### config.mk
export PLATFORM = sky130hd
export DESIGN_NAME = fetch_stage
export DESIGN_NICKNAME = d
export VERILOG_FILES = /design/src/rtl/mips_pkg.sv /design/src/rtl/branch_target_calc.sv /design/src/rtl/fetch_stage.sv
export SDC_FILE = /design/constraint.sdc
export NUM_CORES = 1
export LEC_CHECK = 0
export BUFFER_PORTS_ARGS = -buffer_cell sky130_fd_sc_hd__buf_2
export CAP_MARGIN = 20
export CORE_MARGIN = 1
export CORE_UTILIZATION = 50
export DETAILED_ROUTE_END_ITERATION = 8
export PLACE_DENSITY = 0.83
export SYNTH_ARGS = -nofsm -noshare
export SYNTH_HDL_FRONTEND = slang
export SYNTH_HIERARCHICAL = 1
export SYNTH_SLANG_ARGS = --single-unit
export TNS_END_PERCENT = 20
### constraint.sdc
create_clock -name clk -period 3.68 [get_ports clk]
set_input_delay 0.736 -clock clk [delete_from_list [all_inputs] [get_ports clk]]
set_output_delay 0.736 -clock clk [all_outputs]
set_load 0.05 [all_outputs]
### src/rtl/mips_pkg.sv
// Shared definitions for the MIPS core pipeline: fetch FSM states and
// architectural constants used across stages.
package mips_pkg;

   typedef enum logic [1:0] {
      ISSUE = 2'd0,
      WAIT  = 2'd1,
      HOLD  = 2'd2,
      DROP  = 2'd3
   } fetch_state_t;

   localparam logic [31:0] INSTR_NOP = 32'h0000_0000;
   localparam logic [31:0] PC_STEP   = 32'd4;
   localparam logic [5:0]  OP_BEQ    = 6'b000100;

   function automatic logic [31:0] sext16_to_32(input logic [15:0] v);
      return {{16{v[15]}}, v};
   endfunction

endpackage

### src/rtl/branch_target_calc.sv
// Branch target for beq: word-aligned branch address + 4 + sign-extended
// word offset, wrapping modulo 2^32.
module branch_target_calc
   import mips_pkg::*;
(
   input  logic [31:0] br_pc,
   input  logic [15:0] br_offset,
   output logic [31:0] target
);

   logic [31:0] base_s;
   logic [31:0] sext_s;
   logic [31:0] disp_s;
   logic        unused_pc_lsb_s;

   assign unused_pc_lsb_s = ^br_pc[1:0];

   // Target adder
   always_comb begin
      base_s = {br_pc[31:2], 2'b00} + PC_STEP;
      sext_s = sext16_to_32(br_offset);
      disp_s = {sext_s[29:0], 2'b00};
      target = base_s + disp_s;
   end

endmodule

### src/rtl/fetch_stage.sv
// Instruction-fetch front end: PC register, single-outstanding imem reads,
// valid/ready hand-off to decode, and branch redirect with wrong-path squash.
module fetch_stage
   import mips_pkg::*;
#(
   parameter logic [31:0] RESET_PC = 32'h0000_0000,
   parameter int          CNT_W    = 16
) (
   input  logic             clk,
   input  logic             rst_n,
   output logic             imem_req,
   output logic [31:0]      imem_addr,
   input  logic             imem_rsp_valid,
   input  logic [31:0]      imem_rsp_data,
   output logic             id_valid,
   input  logic             id_ready,
   output logic [31:0]      id_instr,
   output logic [31:0]      id_pc,
   output logic [31:0]      id_pc_plus4,
   input  logic             br_taken,
   input  logic [31:0]      br_pc,
   input  logic [15:0]      br_offset,
   output logic [CNT_W-1:0] squash_cnt
);

   fetch_state_t     state_q, state_d;
   logic [31:0]      pc_q, pc_d;
   logic             imem_req_q, imem_req_d;
   logic             id_valid_q, id_valid_d;
   logic [31:0]      id_instr_q, id_instr_d;
   logic [31:0]      id_pc_q, id_pc_d;
   logic [31:0]      id_pc_plus4_q, id_pc_plus4_d;
   logic [CNT_W-1:0] squash_cnt_q, squash_cnt_d;
   logic [31:0]      target_s;
   logic [31:0]      pc_plus4_s;
   logic             squash_inc_s;

   branch_target_calc u_btc (
      .br_pc     (br_pc),
      .br_offset (br_offset),
      .target    (target_s)
   );

   // Next-state, PC and decode-output computation
   always_comb begin
      state_d       = state_q;
      pc_d          = pc_q;
      id_valid_d    = id_valid_q;
      id_instr_d    = id_instr_q;
      id_pc_d       = id_pc_q;
      id_pc_plus4_d = id_pc_plus4_q;
      squash_inc_s  = 1'b0;
      pc_plus4_s    = pc_q + PC_STEP;

      if (br_taken) begin
         pc_d       = target_s;
         id_valid_d = 1'b0;
         case (state_q)
            // The cycle right after reset has no request in flight yet.
            ISSUE: begin
               if (imem_req_q) begin
                  state_d      = DROP;
                  squash_inc_s = 1'b1;
               end else begin
                  state_d = ISSUE;
               end
            end
            WAIT: begin
               squash_inc_s = 1'b1;
               if (imem_rsp_valid) begin
                  state_d = ISSUE;
               end else begin
                  state_d = DROP;
               end
            end
            HOLD: begin
               squash_inc_s = 1'b1;
               state_d      = ISSUE;
            end
            DROP: begin
               squash_inc_s = 1'b1;
               if (imem_rsp_valid) begin
                  state_d = ISSUE;
               end else begin
                  state_d = DROP;
               end
            end
            default: state_d = ISSUE;
         endcase
      end else begin
         case (state_q)
            ISSUE: begin
               if (imem_req_q) begin
                  state_d = WAIT;
               end else begin
                  state_d = ISSUE;
               end
            end
            WAIT: begin
               if (imem_rsp_valid) begin
                  id_instr_d    = imem_rsp_data;
                  id_pc_d       = pc_q;
                  id_pc_plus4_d = pc_plus4_s;
                  id_valid_d    = 1'b1;
                  pc_d          = pc_plus4_s;
                  state_d       = HOLD;
               end else begin
                  state_d = WAIT;
               end
            end
            HOLD: begin
               if (id_ready) begin
                  id_valid_d = 1'b0;
                  state_d    = ISSUE;
               end else begin
                  state_d = HOLD;
               end
            end
            DROP: begin
               if (imem_rsp_valid) begin
                  state_d = ISSUE;
               end else begin
                  state_d = DROP;
               end
            end
            default: state_d = ISSUE;
         endcase
      end

      if (squash_inc_s && (squash_cnt_q != {CNT_W{1'b1}})) begin
         squash_cnt_d = squash_cnt_q + {{(CNT_W-1){1'b0}}, 1'b1};
      end else begin
         squash_cnt_d = squash_cnt_q;
      end

      // Request is registered so it is high exactly during ISSUE cycles.
      imem_req_d = (state_d == ISSUE);
   end

   // State, PC and registered outputs
   always_ff @(posedge clk or negedge rst_n) begin
      if (!rst_n) begin
         state_q       <= ISSUE;
         pc_q          <= RESET_PC;
         imem_req_q    <= 1'b0;
         id_valid_q    <= 1'b0;
         id_instr_q    <= INSTR_NOP;
         id_pc_q       <= 32'h0000_0000;
         id_pc_plus4_q <= 32'h0000_0000;
         squash_cnt_q  <= {CNT_W{1'b0}};
      end else begin
         state_q       <= state_d;
         pc_q          <= pc_d;
         imem_req_q    <= imem_req_d;
         id_valid_q    <= id_valid_d;
         id_instr_q    <= id_instr_d;
         id_pc_q       <= id_pc_d;
         id_pc_plus4_q <= id_pc_plus4_d;
         squash_cnt_q  <= squash_cnt_d;
      end
   end

   assign imem_req    = imem_req_q;
   assign imem_addr   = pc_q;
   assign id_valid    = id_valid_q;
   assign id_instr    = id_instr_q;
   assign id_pc       = id_pc_q;
   assign id_pc_plus4 = id_pc_plus4_q;
   assign squash_cnt  = squash_cnt_q;

endmodule
# ---- After elaboration in Yosys (flattened, before gate mapping)
# Index checks and enable logic that the tools add are counted.
dict set report op_classes {
  add_sub_neg 4
  eq_ne 6
  mux 18
  bitwise 1
  n_reduce_logical 11
}
# op count
set ops {}
lappend ops {{$mux W32} 3}
lappend ops {{$add A32 B3 Y32 const B} 2}
lappend ops {{$add A32 B32 Y32} 1}
lappend ops {{$add A16 B1 Y16 const B} 1}
lappend ops {{$ne A16 B16 Y1 const B} 1}
lappend ops {{$mux W2} 5}
lappend ops {{$pmux W2 S4} 1}
lappend ops {{$mux W1} 6}
lappend ops {{$ne A3 B3 Y1 const B} 2}
lappend ops {{$pmux W2 S3} 1}
lappend ops {{$reduce_and A3 Y1} 2}
lappend ops {{$eq A2 B2 Y1 const B} 2}
lappend ops {{$logic_not A2 Y1} 2}
lappend ops {{$pmux W1 S2} 2}
lappend ops {{$reduce_bool A2 Y1} 2}
lappend ops {{$reduce_bool A3 Y1} 1}
lappend ops {{$reduce_or A3 Y1} 1}
lappend ops {{$eq A2 B1 Y1 const B} 1}
lappend ops {{$reduce_and A2 Y1} 1}
lappend ops {{$reduce_or A2 Y1} 1}
lappend ops {{$logic_and A1 B1 Y1} 1}
lappend ops {{$not A1 Y1} 1}
dict set report word_totals {
  register_bits 148
  input_bits 85
  out_inout_bits 146
  elab_cells 48
}

# ---- Logic depth before layout (Yosys ltp)
dict set report depth {
  depth_word 5
  ltp_mapped 13
  mapped_depth_nobuf 13
}

# ---- Modules after synthesis
# The synthesis kept the hierarchy.
# module n_inst cells_each area_per_inst_um2 seq_area_each_um2
set modules_own_cells {}
lappend modules_own_cells {fetch_stage 1 739 6726.5 3653.5}
lappend modules_own_cells {branch_target_calc 1 252 2084.5 0.0}

# ---- Worst setup path before layout
# No wires, ideal clock.
dict set report synth_path {
  kind {input port to flip-flop}
  from {in br_pc[3]}
  to {reg pc_q[27] (netlist: imem_addr[27])}
  setup_time_ns 0.133
  arrival_time_ns 2.977
  required_time_ns 3.547
  slack_ns 0.570
  stages 11
  n_path_buf 0
  cell_sequence {ha_1 > ha_1 > fa_1 > a211oi_1 > o21ai_1 > o2111ai_2 > a21oi_1 > a221o_1 > a211o_1 > nand2_1 > o21ai_1}
}
dict set report synth_via {
  elab_chain_len 3
}
# item line_no
set synth_lines {}
lappend synth_lines {{start: declaration} fetch_stage.sv:21} ;# input logic [31:0] br_pc,
lappend synth_lines {{$add A32 B3 Y32} branch_target_calc.sv:20} ;# base_s = {br_pc[31:2], 2'b00} + PC_STEP;
lappend synth_lines {{$add A32 B32 Y32} branch_target_calc.sv:23} ;# target = base_s + disp_s;
lappend synth_lines {{net target_s[27]} fetch_stage.sv:34} ;# logic [31:0] target_s;
lappend synth_lines {{$mux W32} fetch_stage.sv:55} ;# if (br_taken) begin
lappend synth_lines {{end signal: assignment} fetch_stage.sv:153} ;# pc_q <= pc_d;
lappend synth_lines {{end: declaration} fetch_stage.sv:27} ;# logic [31:0] pc_q, pc_d;
# The timed path passes the listed nets, and every way through them passes these cells.
# A chain may end at the register's enable or synchronous reset.

# ---- Final worst setup path
# Same ends and word-level chain as after synthesis.

==> results_dict.tcl <==
set metrics [dict create \
    final-max-slew-violation-count 0 \
    timing.rr.start "imem_addr[2]" \
    seq_area_frac_synth_pct 41.5 \
    vias_per_cell 5.39 \
    cts_tree "built" \
    power_density_nw_per_um2 841 \
    clkTransAtPathRegs_ns 0.06 \
    start_kind "input pin" \
    hpwl_um 16700 \
    hold_buffers 0 \
    die_area_um2 18200 \
    start_util_pct 51.1 \
    synth_edf_count 0 \
    dp.cells 1390 \
    critPathArrivalTime_ns 3.38 \
    clk-insertion-delay-late_ns 0.42 \
    vias 7660 \
    routed_wl_um 22500 \
    fin_nets 1329 \
    final-hold-violation-count 0 \
    switching_share_pct 51.1 \
    cts_resized 0 \
    yosysUniqueCellTypes 73 \
    rsz0062_at_grt "no" \
    syn_avg_cell_area_um2 8.89 \
    clockBufferDepth 2 \
    synth_top_cell_area_share_pct 41.5 \
    grt_pass1_vias 7228 \
    clkPwrFrac_pct 19.8 \
    cts_root_buf "clkbuf_16" \
    grt_util_met3_pct 6.12 \
    h-tree-depth 4 \
    p_switching_mw 4.57 \
    critical_path.max_fanout 4 \
    async_flop_share_pct 100 \
    period_needed_ns 3.09 \
    status "completed" \
    final_antenna_net_count 0 \
    postSynthCellCount 991 \
    n_antenna_cell 0 \
    fin_setup_tns_ns 0 \
    use_met1_pct 32.2 \
    multi_input_area_um2 4820 \
    drc 0 \
    numCtsBuffers 17 \
    yosys-top-cells-area "dfrtp_1 (41%), nand2_1 (12%), ha_1 (8.4%), xnor2_1 (4.8%), xor2_1 (4.3%)" \
    yosysWarnings 6 \
    num_rows 48 \
    grt_max_degree 81 \
    drive_gt1_share_pct 24.7 \
    overflow 0 \
    max-slew-margin-rel_pct 43.9 \
    dr.pass1.iters 5 \
    netlist_area_um2 8810 \
    grt_usage_pct 25.2 \
    cts.sinks 146 \
    worst_pin_slew_ns 0.841 \
    yosys_register_bits 146 \
    clock.fmax_ghz 0.323 \
    crit_type "input pin to flop" \
    maxCapViolCount 0 \
    drt_iter0_drc 388 \
    route.detailed.wl_per_inst_um 15.9 \
    p_int_mw 4.36 \
    p_seq_share_pct 30.9 \
    port-buffer-count 228 \
    yosysMostFrequentCell "nand2_1" \
    busiest_layer "met2" \
    stdcell_count 1422 \
    die_h_um 135 \
    finalSetupViolations 0 \
    endpoint_kind "flop" \
    ys.flop_type "dfrtp_1" \
    gp_congestion 0.883 \
    die_x_um 135 \
    worstSetupStartpoint "br_pc[3]" \
    leakagePower_nw 5.28 \
    fillers 1495 \
    yosysTopAreaCell "dfrtp_1" \
    clock_skew_ns 0.00823 \
    global_route.usage.met2_pct 41.2 \
    io_pins 231 \
    postCtsSetupBuffers 0 \
    final-seq-area_um2 3650 \
    syn2layout_area_growth_pct 20.5 \
    coreArea_um2 17200 \
    worst_ep_required_time_ns 3.97 \
    antenna_found_initial 0 \
    grt_pass1_wl_um 36000 \
    combinationalPowerShare_pct 49.4 \
    hold_class "input pin to asynchronous set/reset pin" \
    yosys-top-cells-count "nand2_1 (285), dfrtp_1 (146), ha_1 (59), xnor2_1 (48)" \
    irDropWorstVdd_v 0.000714 \
    period_share_pct 84.1 \
]
==> cell type report <==
class	instances	area share, %
clock buffer	21	4.34
clock inverter	11	1.43
inverter	13	0.460
multi-input combinational	772	45.4
sequential	146	34.4
tap	225	2.65
timing repair buffer	234	11.3
==> stage by stage <==
step,setup WS [ns],instance area (um^2),hold WS [ns],total power [mW],utilization (%)
floorplan,0.570,8810,0.440,6.07,-
global placement,0.211,10000,0.452,7.08,58.1
detailed placement,0.193,10000,0.458,7.18,58.1
CTS,0.600,10600,0.328,8.97,61.6
global route,0.442,10600,0.350,9.39,61.6
finish,0.585,10600,0.306,8.93,61.6
==> worst max-delay path, stage by stage <==
cell and delay [ns]:
buf_2 0.10, ha_1 0.28, ha_1 0.23, fa_1 0.43, a211oi_1 0.27, o21ai_1 0.19, o2111ai_2 0.25, a21oi_1 0.18
a221o_1 0.33, a211o_1 0.24, nand2_1 0.07, o21ai_1 0.06
==> worst paths after layout <==
| kind | slack [ns] | cells past startpoint | to |
|---|---|---|---|
| max in group asynchronous | 2.64 | 2 | imem_addr[6] |
| setup reg to reg | 1.15 | 6 | imem_addr[20] |
| hold / removal | 0.31 | 1 | id_instr[19] |
| setup / recovery | 0.59 | 12 | imem_addr[27] |
| min in group clk | 0.47 | 2 | id_instr[11] |
| hold reg to reg | 0.47 | 2 | id_instr[11] |
==> flip-flops by register name (all words and copies together), names as in the netlist <==
register,count
id_instr,32
id_pc,32
imem_addr,32
id_pc_plus4,30
squash_cnt,16
state_q,2
id_valid,1
imem_req,1
==> cells in the final DEF (no fill, tap or decap), types with 4 or more instances in the layout <==
cell type	count
nand4_1	26
o21ai_1	25
buf_4	5
and2_1	9
ha_1	59
and4_1	5
a21o_1	11
clkinvlp_4	4
buf_2	227
nor3_1	17
nor2b_1	4
nand2_1	285
nor4_1	9
and3_1	6
o21a_1	6
o21ai_0	43
xnor2_1	48
dfrtp_1	146
nor3b_1	4
a211oi_1	6
nor2_1	36
xor2_1	43
a21oi_1	31
inv_1	13
a211o_1	4
nand3_1	28
clkbuf_16	17
==> metal layers <==
layer	vias to the layer above	share of wire, %
li1	3777	-
met1	3519	44
met2	316	46
met3	48	7.5
met4	0	2.5
met5	-	0
==> power by group through the flow <==
stage / sequential (mW) / combinational, mW / clock, mW
5_1_grt: 2.83 / 4.70 / 1.86
3_3_place_gp: 2.73 / 4.35 / 0
6_report: 2.76 / 4.41 / 1.77
3_5_place_dp: 2.77 / 4.41 / 0
4_1_cts: 2.75 / 4.43 / 1.79
2_1_floorplan: 4.71 / 1.36 / 0
==> cell families after synthesis <==
group | share of synthesized area (%)
other cells | 0.0426
buf+inv | 4.02
fa+ha+maj | 8.61
flops | 41.5
compound gates | 12.1
xor+xnor | 9.05
simple gates | 24.1
mux | 0.611
(Power assumes the default switching activity.)
